<file path="src/rtl/ras_unit_pkg.sv">
// Types local to the return-address stack: the per-cycle operation decoded
// from clr/push/pop and the current occupancy.
package ras_unit_pkg;

  typedef enum logic [2:0] {
    OpIdle,
    OpPush,
    OpPushFull,
    OpPop,
    OpPopEmpty,
    OpTail,
    OpFlush
  } ras_op_e;

endpackage

</file>
<file path="src/rtl/wisc_pkg.sv">
// Datapath-wide constants shared across the WISC-SC15 core.
// RAS overflow policies and the PC-source encoding for return targets.
`ifndef PC_SRC_RAS
`define PC_SRC_RAS 3'b100
`endif

package wisc_pkg;

  localparam int unsigned RAS_OVF_DROP = 0;
  localparam int unsigned RAS_OVF_WRAP = 1;

endpackage

</file>
<file path="src/rtl/ras_unit_if.sv">
// Request/status bundle between the fetch/PC logic and the return-address stack.
interface ras_unit_if #(
  parameter int unsigned ADDR_W = 16,
  parameter int unsigned DEPTH  = 8
);

  logic                         clr;
  logic                         push;
  logic [ADDR_W-1:0]            push_addr;
  logic                         pop;
  logic [ADDR_W-1:0]            top;
  logic                         empty;
  logic                         full;
  logic [$clog2(DEPTH+1)-1:0]   count;
  logic                         ovf;
  logic                         unf;

  modport master (
    output clr, push, push_addr, pop,
    input  top, empty, full, count, ovf, unf
  );

  modport slave (
    input  clr, push, push_addr, pop,
    output top, empty, full, count, ovf, unf
  );

endinterface

</file>
<file path="src/rtl/ras_ptr_mod.sv">
// Modulo-DEPTH neighbours of a stack pointer; explicit wrap compares keep
// non-power-of-two depths correct.
module ras_ptr_mod #(
  parameter int unsigned DEPTH = 8,
  parameter int unsigned PTR_W = $clog2(DEPTH)
) (
  input  logic [PTR_W-1:0] ptr_i,
  output logic [PTR_W-1:0] ptr_inc_o,
  output logic [PTR_W-1:0] ptr_dec_o,
  output logic [PTR_W-1:0] ptr_dec2_o
);

  localparam logic [PTR_W-1:0] LastIdx  = PTR_W'(DEPTH - 1);
  localparam logic [PTR_W-1:0] Last2Idx = PTR_W'(DEPTH - 2);

  always_comb begin
    ptr_inc_o = (ptr_i == LastIdx) ? '0 : ptr_i + 1'b1;
    ptr_dec_o = (ptr_i == '0) ? LastIdx : ptr_i - 1'b1;

    if (ptr_i == '0) begin
      ptr_dec2_o = Last2Idx;
    end else if (ptr_i == PTR_W'(1)) begin
      ptr_dec2_o = LastIdx;
    end else begin
      ptr_dec2_o = ptr_i - PTR_W'(2);
    end
  end

endmodule

</file>
<file path="src/rtl/ras_unit.sv">
// Hardware return-address stack: circular buffer with a registered top-of-stack
// so RET can take its target in the same cycle it is decoded.
module ras_unit
  import wisc_pkg::*;
  import ras_unit_pkg::*;
#(
  parameter int unsigned ADDR_W   = 16,
  parameter int unsigned DEPTH    = 8,
  parameter int unsigned OVF_MODE = RAS_OVF_DROP
) (
  input  logic       clk,
  input  logic       rst,
  ras_unit_if.slave  ras_io
);

  localparam int unsigned PtrW = $clog2(DEPTH);
  localparam int unsigned CntW = $clog2(DEPTH + 1);
  localparam logic [CntW-1:0] CntFull = CntW'(DEPTH);

  logic [ADDR_W-1:0] mem_q [DEPTH];

  logic [PtrW-1:0]   wp_q, wp_d;
  logic [PtrW-1:0]   wp_inc, wp_dec, wp_dec2;
  logic [CntW-1:0]   count_q, count_d;
  logic [ADDR_W-1:0] top_q, top_d;
  logic              ovf_q, ovf_d;
  logic              unf_q, unf_d;

  logic              mem_we;
  logic [PtrW-1:0]   mem_waddr;
  logic              is_empty, is_full;
  ras_op_e           op;

  assign is_empty = (count_q == '0);
  assign is_full  = (count_q == CntFull);

  ras_ptr_mod #(
    .DEPTH (DEPTH),
    .PTR_W (PtrW)
  ) u_ptr (
    .ptr_i      (wp_q),
    .ptr_inc_o  (wp_inc),
    .ptr_dec_o  (wp_dec),
    .ptr_dec2_o (wp_dec2)
  );

  // A push+pop on an empty stack is just a push, so unf stays clear.
  always_comb begin
    op = OpIdle;
    if (ras_io.clr) begin
      op = OpFlush;
    end else if (ras_io.push && ras_io.pop) begin
      op = is_empty ? OpPush : OpTail;
    end else if (ras_io.push) begin
      op = is_full ? OpPushFull : OpPush;
    end else if (ras_io.pop) begin
      op = is_empty ? OpPopEmpty : OpPop;
    end
  end

  always_comb begin
    wp_d      = wp_q;
    count_d   = count_q;
    top_d     = top_q;
    ovf_d     = ovf_q;
    unf_d     = unf_q;
    mem_we    = 1'b0;
    mem_waddr = wp_q;

    unique case (op)
      OpFlush: begin
        wp_d    = '0;
        count_d = '0;
        top_d   = '0;
        ovf_d   = 1'b0;
        unf_d   = 1'b0;
      end
      OpPush: begin
        mem_we  = 1'b1;
        wp_d    = wp_inc;
        count_d = count_q + 1'b1;
        top_d   = ras_io.push_addr;
      end
      OpPushFull: begin
        ovf_d = 1'b1;
        if (OVF_MODE == RAS_OVF_WRAP) begin
          // Writing at wp overwrites the oldest entry; count stays at DEPTH.
          mem_we = 1'b1;
          wp_d   = wp_inc;
          top_d  = ras_io.push_addr;
        end
      end
      OpPop: begin
        wp_d    = wp_dec;
        count_d = count_q - 1'b1;
        top_d   = (count_q > CntW'(1)) ? mem_q[wp_dec2] : '0;
      end
      OpPopEmpty: begin
        unf_d = 1'b1;
      end
      OpTail: begin
        mem_we    = 1'b1;
        mem_waddr = wp_dec;
        top_d     = ras_io.push_addr;
      end
      default: begin
      end
    endcase
  end

  always_ff @(posedge clk) begin
    if (rst) begin
      wp_q    <= '0;
      count_q <= '0;
      top_q   <= '0;
      ovf_q   <= 1'b0;
      unf_q   <= 1'b0;
    end else begin
      wp_q    <= wp_d;
      count_q <= count_d;
      top_q   <= top_d;
      ovf_q   <= ovf_d;
      unf_q   <= unf_d;
    end
  end

  // Storage is not reset; stale entries are unreachable once count is cleared.
  always_ff @(posedge clk) begin
    if (mem_we && !rst) begin
      mem_q[mem_waddr] <= ras_io.push_addr;
    end
  end

  assign ras_io.top   = top_q;
  assign ras_io.count = count_q;
  assign ras_io.empty = is_empty;
  assign ras_io.full  = is_full;
  assign ras_io.ovf   = ovf_q;
  assign ras_io.unf   = unf_q;

endmodule
</file>
<file path="src/flat_wrapper.sv">
// flat-port wrapper written by rule: the top's interface ports become plain ports
module ras_unit_flat import wisc_pkg::*; import ras_unit_pkg::*;
#(
  parameter int unsigned ADDR_W   = 16,
  parameter int unsigned DEPTH    = 8,
  parameter int unsigned OVF_MODE = RAS_OVF_DROP
)
  (clk, rst, ras_io_clr, ras_io_push, ras_io_push_addr, ras_io_pop, ras_io_top, ras_io_empty, ras_io_full, ras_io_count, ras_io_ovf, ras_io_unf);
  ras_unit_if #(.ADDR_W(ADDR_W), .DEPTH(DEPTH)) ras_io_i ();
  input  logic clk;
  input  logic rst;
  input wire logic [$bits(ras_io_i.clr)-1:0] ras_io_clr;
  input wire logic [$bits(ras_io_i.push)-1:0] ras_io_push;
  input wire logic [$bits(ras_io_i.push_addr)-1:0] ras_io_push_addr;
  input wire logic [$bits(ras_io_i.pop)-1:0] ras_io_pop;
  output wire logic [$bits(ras_io_i.top)-1:0] ras_io_top;
  output wire logic [$bits(ras_io_i.empty)-1:0] ras_io_empty;
  output wire logic [$bits(ras_io_i.full)-1:0] ras_io_full;
  output wire logic [$bits(ras_io_i.count)-1:0] ras_io_count;
  output wire logic [$bits(ras_io_i.ovf)-1:0] ras_io_ovf;
  output wire logic [$bits(ras_io_i.unf)-1:0] ras_io_unf;
  assign ras_io_i.clr = ras_io_clr;
  assign ras_io_i.push = ras_io_push;
  assign ras_io_i.push_addr = ras_io_push_addr;
  assign ras_io_i.pop = ras_io_pop;
  assign ras_io_top = ras_io_i.top;
  assign ras_io_empty = ras_io_i.empty;
  assign ras_io_full = ras_io_i.full;
  assign ras_io_count = ras_io_i.count;
  assign ras_io_ovf = ras_io_i.ovf;
  assign ras_io_unf = ras_io_i.unf;
  ras_unit #(.ADDR_W(ADDR_W), .DEPTH(DEPTH), .OVF_MODE(OVF_MODE)) u_core (.clk(clk), .rst(rst), .ras_io(ras_io_i));
endmodule
</file>
<file path="config.mk">
export PLATFORM = sky130hd
export DESIGN_NAME = ras_unit_flat
export DESIGN_NICKNAME = d
export VERILOG_FILES = /design/src/rtl/ras_unit_pkg.sv /design/src/rtl/wisc_pkg.sv /design/src/rtl/ras_unit_if.sv /design/src/rtl/ras_ptr_mod.sv /design/src/rtl/ras_unit.sv /design/src/flat_wrapper.sv
export SDC_FILE = /design/constraint.sdc
export NUM_CORES = 1
export LEC_CHECK = 0
export ABC_AREA = 0
export BUFFER_PORTS_ARGS = -buffer_cell sky130_fd_sc_hd__buf_2
export CAP_MARGIN = 0
export CORE_MARGIN = 1.5
export CORE_UTILIZATION = 62
export CTS_BUF_LIST = sky130_fd_sc_hd__clkbuf_2 sky130_fd_sc_hd__clkbuf_4 sky130_fd_sc_hd__clkbuf_8
export DETAILED_ROUTE_END_ITERATION = 12
export HOLD_SLACK_MARGIN = 0.05
export PLACE_DENSITY = 0.84
export SETUP_SLACK_MARGIN = 0.3
export SLEW_MARGIN = 20
export SYNTH_ARGS = -nofsm -noshare
export SYNTH_HDL_FRONTEND = slang
export SYNTH_HIERARCHICAL = 1
export SYNTH_SLANG_ARGS = --single-unit
</file>
<file path="constraint.sdc">
create_clock -name clk -period 3.5 [get_ports clk]
set_input_delay 0.175 -clock clk [delete_from_list [all_inputs] [get_ports clk]]
set_output_delay 0.175 -clock clk [all_outputs]
set_load 0.005 [all_outputs]
</file>
==> impl.org <==
** Run status
- The flow ran to the end, and the final reports show no timing, DRC or antenna violations.

** Logic synthesis
- Sequential fraction of the synthesis area :: 68.7%
- The most used flip-flop cell after synthesis is sky130_fd_sc_hd__edfxtp_1.
- Area fraction in compound gates after synthesis :: 5.74%
- After synthesis, the share of flip-flops with an asynchronous set or reset is 0%.
- Largest family of logic cells by synthesized area :: multiplexers
- After synthesis, the mean cell area works out to 18.0 sq um.
- Share of cell area taken by muxes after synthesis :: 14.1%
- Synth Area in Adders :: 1.78%
- Register bit count reported by yosys :: 153
- Basic-gate share of the synthesized area counting and, or, nand and nor cells :: 6.71%
- Number of enable flip-flop cells after synthesis :: 128
- The cell area that synthesis handed to floorplanning was 6320 sq um.
- Synthesized instance count :: 351
- Xor/xnor cell area share of the yosys netlist :: 0.277%
- Unique cell type count in the Yosys netlist :: 47
- Warnings, synthesis :: 6
- When the netlist entered floorplanning its net count stood at 381.

** Power
- Pwr Total :: 0.00356 W
- Sw Share :: 22.7%
- VDD sags by at most 0.307 mV.
- Combinational logic burns 5.8% of the power.
- In this run, flip-flops and latches consume 56.4% of the power.
- Clock power frac :: 37.8%
- Pwr per Cell Area :: 486 nW/um^2
- The internal power of the cells totals 0.00275 W.
- The analysis attributes to cell leakage a power of 2.60 nW.
- For this design the total switching power over the nets is 0.000806 W.

** Route
- Vias per inst :: 6.02
- The first routing iteration left 331 violations.
- Dividing the detail-routed wire length by the instance count gives 21.9 um.
- After detailed routing, the number of remaining DRC violations is 0.
- Wire length reported by the detailed router :: 12,600 um
- Routed signal wires occupy layers up through met4.
- Detailed route wirelength on metal2 :: 6540 um
- Wl on met1 :: 5030 um
- Post-route ant nets :: 0
- The routed layout has 3,464 vias.
- Detailed routing placed a total of 894 um of wire on met3.
- The first TritonRoute pass finished after 5 iterations.

** Worst setup path
- Maximum net fanout on the critical path :: 22
- Arrival @ worst endpoint :: 3.23 ns
- Data on the critical path is required at its endpoint by 3.84 ns.
- Critical Setup Path Class :: reg -> reg
- The critical path starts at u_core/wp_q[1].
- CP endpoint kind :: flop
- In this run the critical register-to-register path is launched from u_core/wp_q[1].
- Sort of element at the start of the critical path :: flop
- Cell chain of the critical path :: inv_1, ha_1, nand2b_1, a21boi_4, buf_4, mux4_2, mux2i_1, nor2_1, a221o_1
- Worst-path cell with the longest stage delay :: sky130_fd_sc_hd__mux4_2
- The largest single stage delay on the critical path is 0.56 ns.

** Timing
- Derived from the worst setup path, the maximum achievable clock frequency is 345 MHz.
- Worst Max-Slew Pin Slew :: 0.864 ns
- Fin Setup TNS :: 0 ns
- The number of pins with negative max-slew slack in the final report is 0.
- Worst hold slack :: 0.0926 ns
- Setup repair after global routing left no endpoint under its margin.
- Worst Clk Skew :: 0.0151 ns
- Final Hold Fails :: 0
- Final setup fails :: 0
- Period utilization :: 82.7%
- Relative max-transition margin :: 42.2%
- Time the worst path needs with I/O delays and setup :: 2.90 ns

** Placed design
- Detailed placement ended at an HPWL of 7440 um.
- During placement, the flow inserted port buffers numbering 44.
- At the end of routability-driven placement, the weighted congestion stood at 0.794.

** Floorplanning
- Die W :: 104 um
- The initial utilization of the core area, before any placement, comes to 64.4%.
- The floorplan has 36 rows.
- Core area :: 9820 sq um
- 45 I/O pins were placed.
- The floorplan step set the die height to 104 um.
- The die covers 10,800 sq um.

** GRT
- Congestion Overflow GR :: 0
- The number of antenna violations at the first check in global routing was 0.
- Pin count of the biggest net entering global routing :: 27
- The number of global-route vias before repair was 3,647.
- The first global-routing pass estimated 20,200 um of wire.
- Across every metal layer, demand over resource in global routing totals 25.5%.

** CTS
- Clock net sink count :: 153
- H-tree levels :: 4
- Clock slew at reported path FFs :: 0.09 ns
- The tree is rooted in a sky130_fd_sc_hd__clkbuf_8.
- The clock reaches the later pin of the worst-skew pair after 0.44 ns.
- Post-cts repair resize count :: 0
- TritonCTS clock tree :: done
- Number of buffers inserted during clock tree synthesis :: 17
- The longest clock path from root to sink contains 2 buffers.

** Cells and area
- Diodes inserted :: 0
- Nets :: 459
- The library cell used most frequently in the layout, excluding fill and tap cells, is sky130_fd_sc_hd__edfxtp_1.
- Share of layout cells above drive strength 1 :: 31.9%
- The library cells used most frequently in the layout, excluding fill and tap cells, are 128 x sky130_fd_sc_hd__edfxtp_1, 44 x sky130_fd_sc_hd__buf_2, 35 x sky130_fd_sc_hd__nor2_1, 32 x sky130_fd_sc_hd__mux4_2, 25 x sky130_fd_sc_hd__dfxtp_1.
- Layout-stage area growth over the synthesis result :: 15.7%
- Final core utilization :: 74.5%

** Worst hold path
- Worst hold path class :: in -> reg
- Launch instance of the worst min-delay path :: rst

** Flow run
- Maximum capacitance violations :: 0
## path summary, 6_finish.rpt
check / to / slack (ns) / depth (start not counted)
hold reg to reg: u_core/ras_io.top[12] / 0.49 / 1
setup reg to reg: u_core/ras_io.top[14] / 0.60 / 9
hold / removal: u_core/ras_io.count[1] / 0.09 / 2
setup / recovery: u_core/ras_io.top[14] / 0.60 / 9
## stage by stage
step,instance area [sq um],instances,worst slack (ns)
final,7310,575,0.605
after global routing,7310,575,0.406
after CTS,7310,575,0.610
after detailed placement,6740,526,0.632
after global placement,6740,526,0.751
after floorplan,6320,351,0.615
## per-layer routing
layer,global-route usage [%],vias up
met4,10.6,0
li1,-,1578
met5,0,-
met3,6.58,13
met1,34.8,1755
met2,39.7,118
## layout make-up
type / instances / area (sq um)
sequential: 153 / 4340
fill: 596 / 2510
multi-input combinational: 172 / 1830
timing repair buffer: 77 / 536
clock buffer: 18 / 248
tap: 133 / 166
clock inverter: 14 / 158
inverter: 8 / 30.0
## critical path, delay by kind of cell (launching register included)
family,cells,cell delay (ns)
AND/OR/NAND/NOR,2,0.19
multiplexers,2,0.72
adder cells (fa/ha/maj),1,0.25
flip-flops,1,0.54
buffers and inverters,2,0.58
AO/OA/AOI/OAI,2,0.47
## registers in the layout, summed over array words and instances, names as in the netlist
signal	flops
u_core/mem_q	128
u_core/ras_io.unf	1
u_core/ras_io.top	16
u_core/ras_io.ovf	1
u_core/wp_q	3
u_core/ras_io.count	4
## cell usage after synthesis, types with 2 or more instances
cell                       number  share of area [%]
sky130_fd_sc_hd__edfxtp_1     128                 61
sky130_fd_sc_hd__nor2_1        35                2.1
sky130_fd_sc_hd__nor3_4         2               0.51
sky130_fd_sc_hd__a221oi_1       3               0.42
sky130_fd_sc_hd__clkbuf_1       2               0.12
sky130_fd_sc_hd__inv_1          8               0.48
sky130_fd_sc_hd__nor2b_1        3               0.30
sky130_fd_sc_hd__nand2_1        3               0.18
sky130_fd_sc_hd__ha_1           9                1.8
sky130_fd_sc_hd__buf_6          7                1.2
sky130_fd_sc_hd__mux2i_1       17                2.7
sky130_fd_sc_hd__nor3b_1        2               0.24
sky130_fd_sc_hd__dfxtp_1       25                7.9
sky130_fd_sc_hd__nand2b_4       3               0.65
sky130_fd_sc_hd__a222oi_1       3               0.48
sky130_fd_sc_hd__a21oi_1        4               0.32
sky130_fd_sc_hd__buf_2          5               0.40
sky130_fd_sc_hd__nor3_1        10               0.79
sky130_fd_sc_hd__mux4_2        32                 11
sky130_fd_sc_hd__a221o_1       16                2.5
sky130_fd_sc_hd__o21ai_0        2               0.16
sky130_fd_sc_hd__a31oi_1        5               0.49
sky130_fd_sc_hd__buf_4          3               0.36
## timing repair
| action | in CTS | in global routing |
|---|---|---|
| buffers inserted | 0 | 0 |
| endpoints found under the hold margin | 129 | 0 |
| hold buffers | 17 | 0 |
| setup endpoints to repair | 0 | 0 |
## cells by family (layout without fill, tap and decap cells)
family                     count (synthesis)  count (layout)
DFF                                      153             153
and+or+nand+nor                           71              71
muxes                                     49              49
AOI/OAI and AO/OA                         41              41
buffers and inverters                     26             117
adders and majority gates                  9               9
xor gates and xnor gates                   2               2
## power by group through the flow
stage / registers [W] / logic, W / clock network [W]
floorplan: 0.00204 / 0.000120 / 0
finish: 0.00201 / 0.000207 / 0.00134
global placement: 0.00204 / 0.000184 / 0
global route: 0.00201 / 0.000226 / 0.00145
CTS: 0.00201 / 0.000207 / 0.00137
detailed placement: 0.00205 / 0.000192 / 0
No activity file was read; power rests on OpenSTA's default activity.
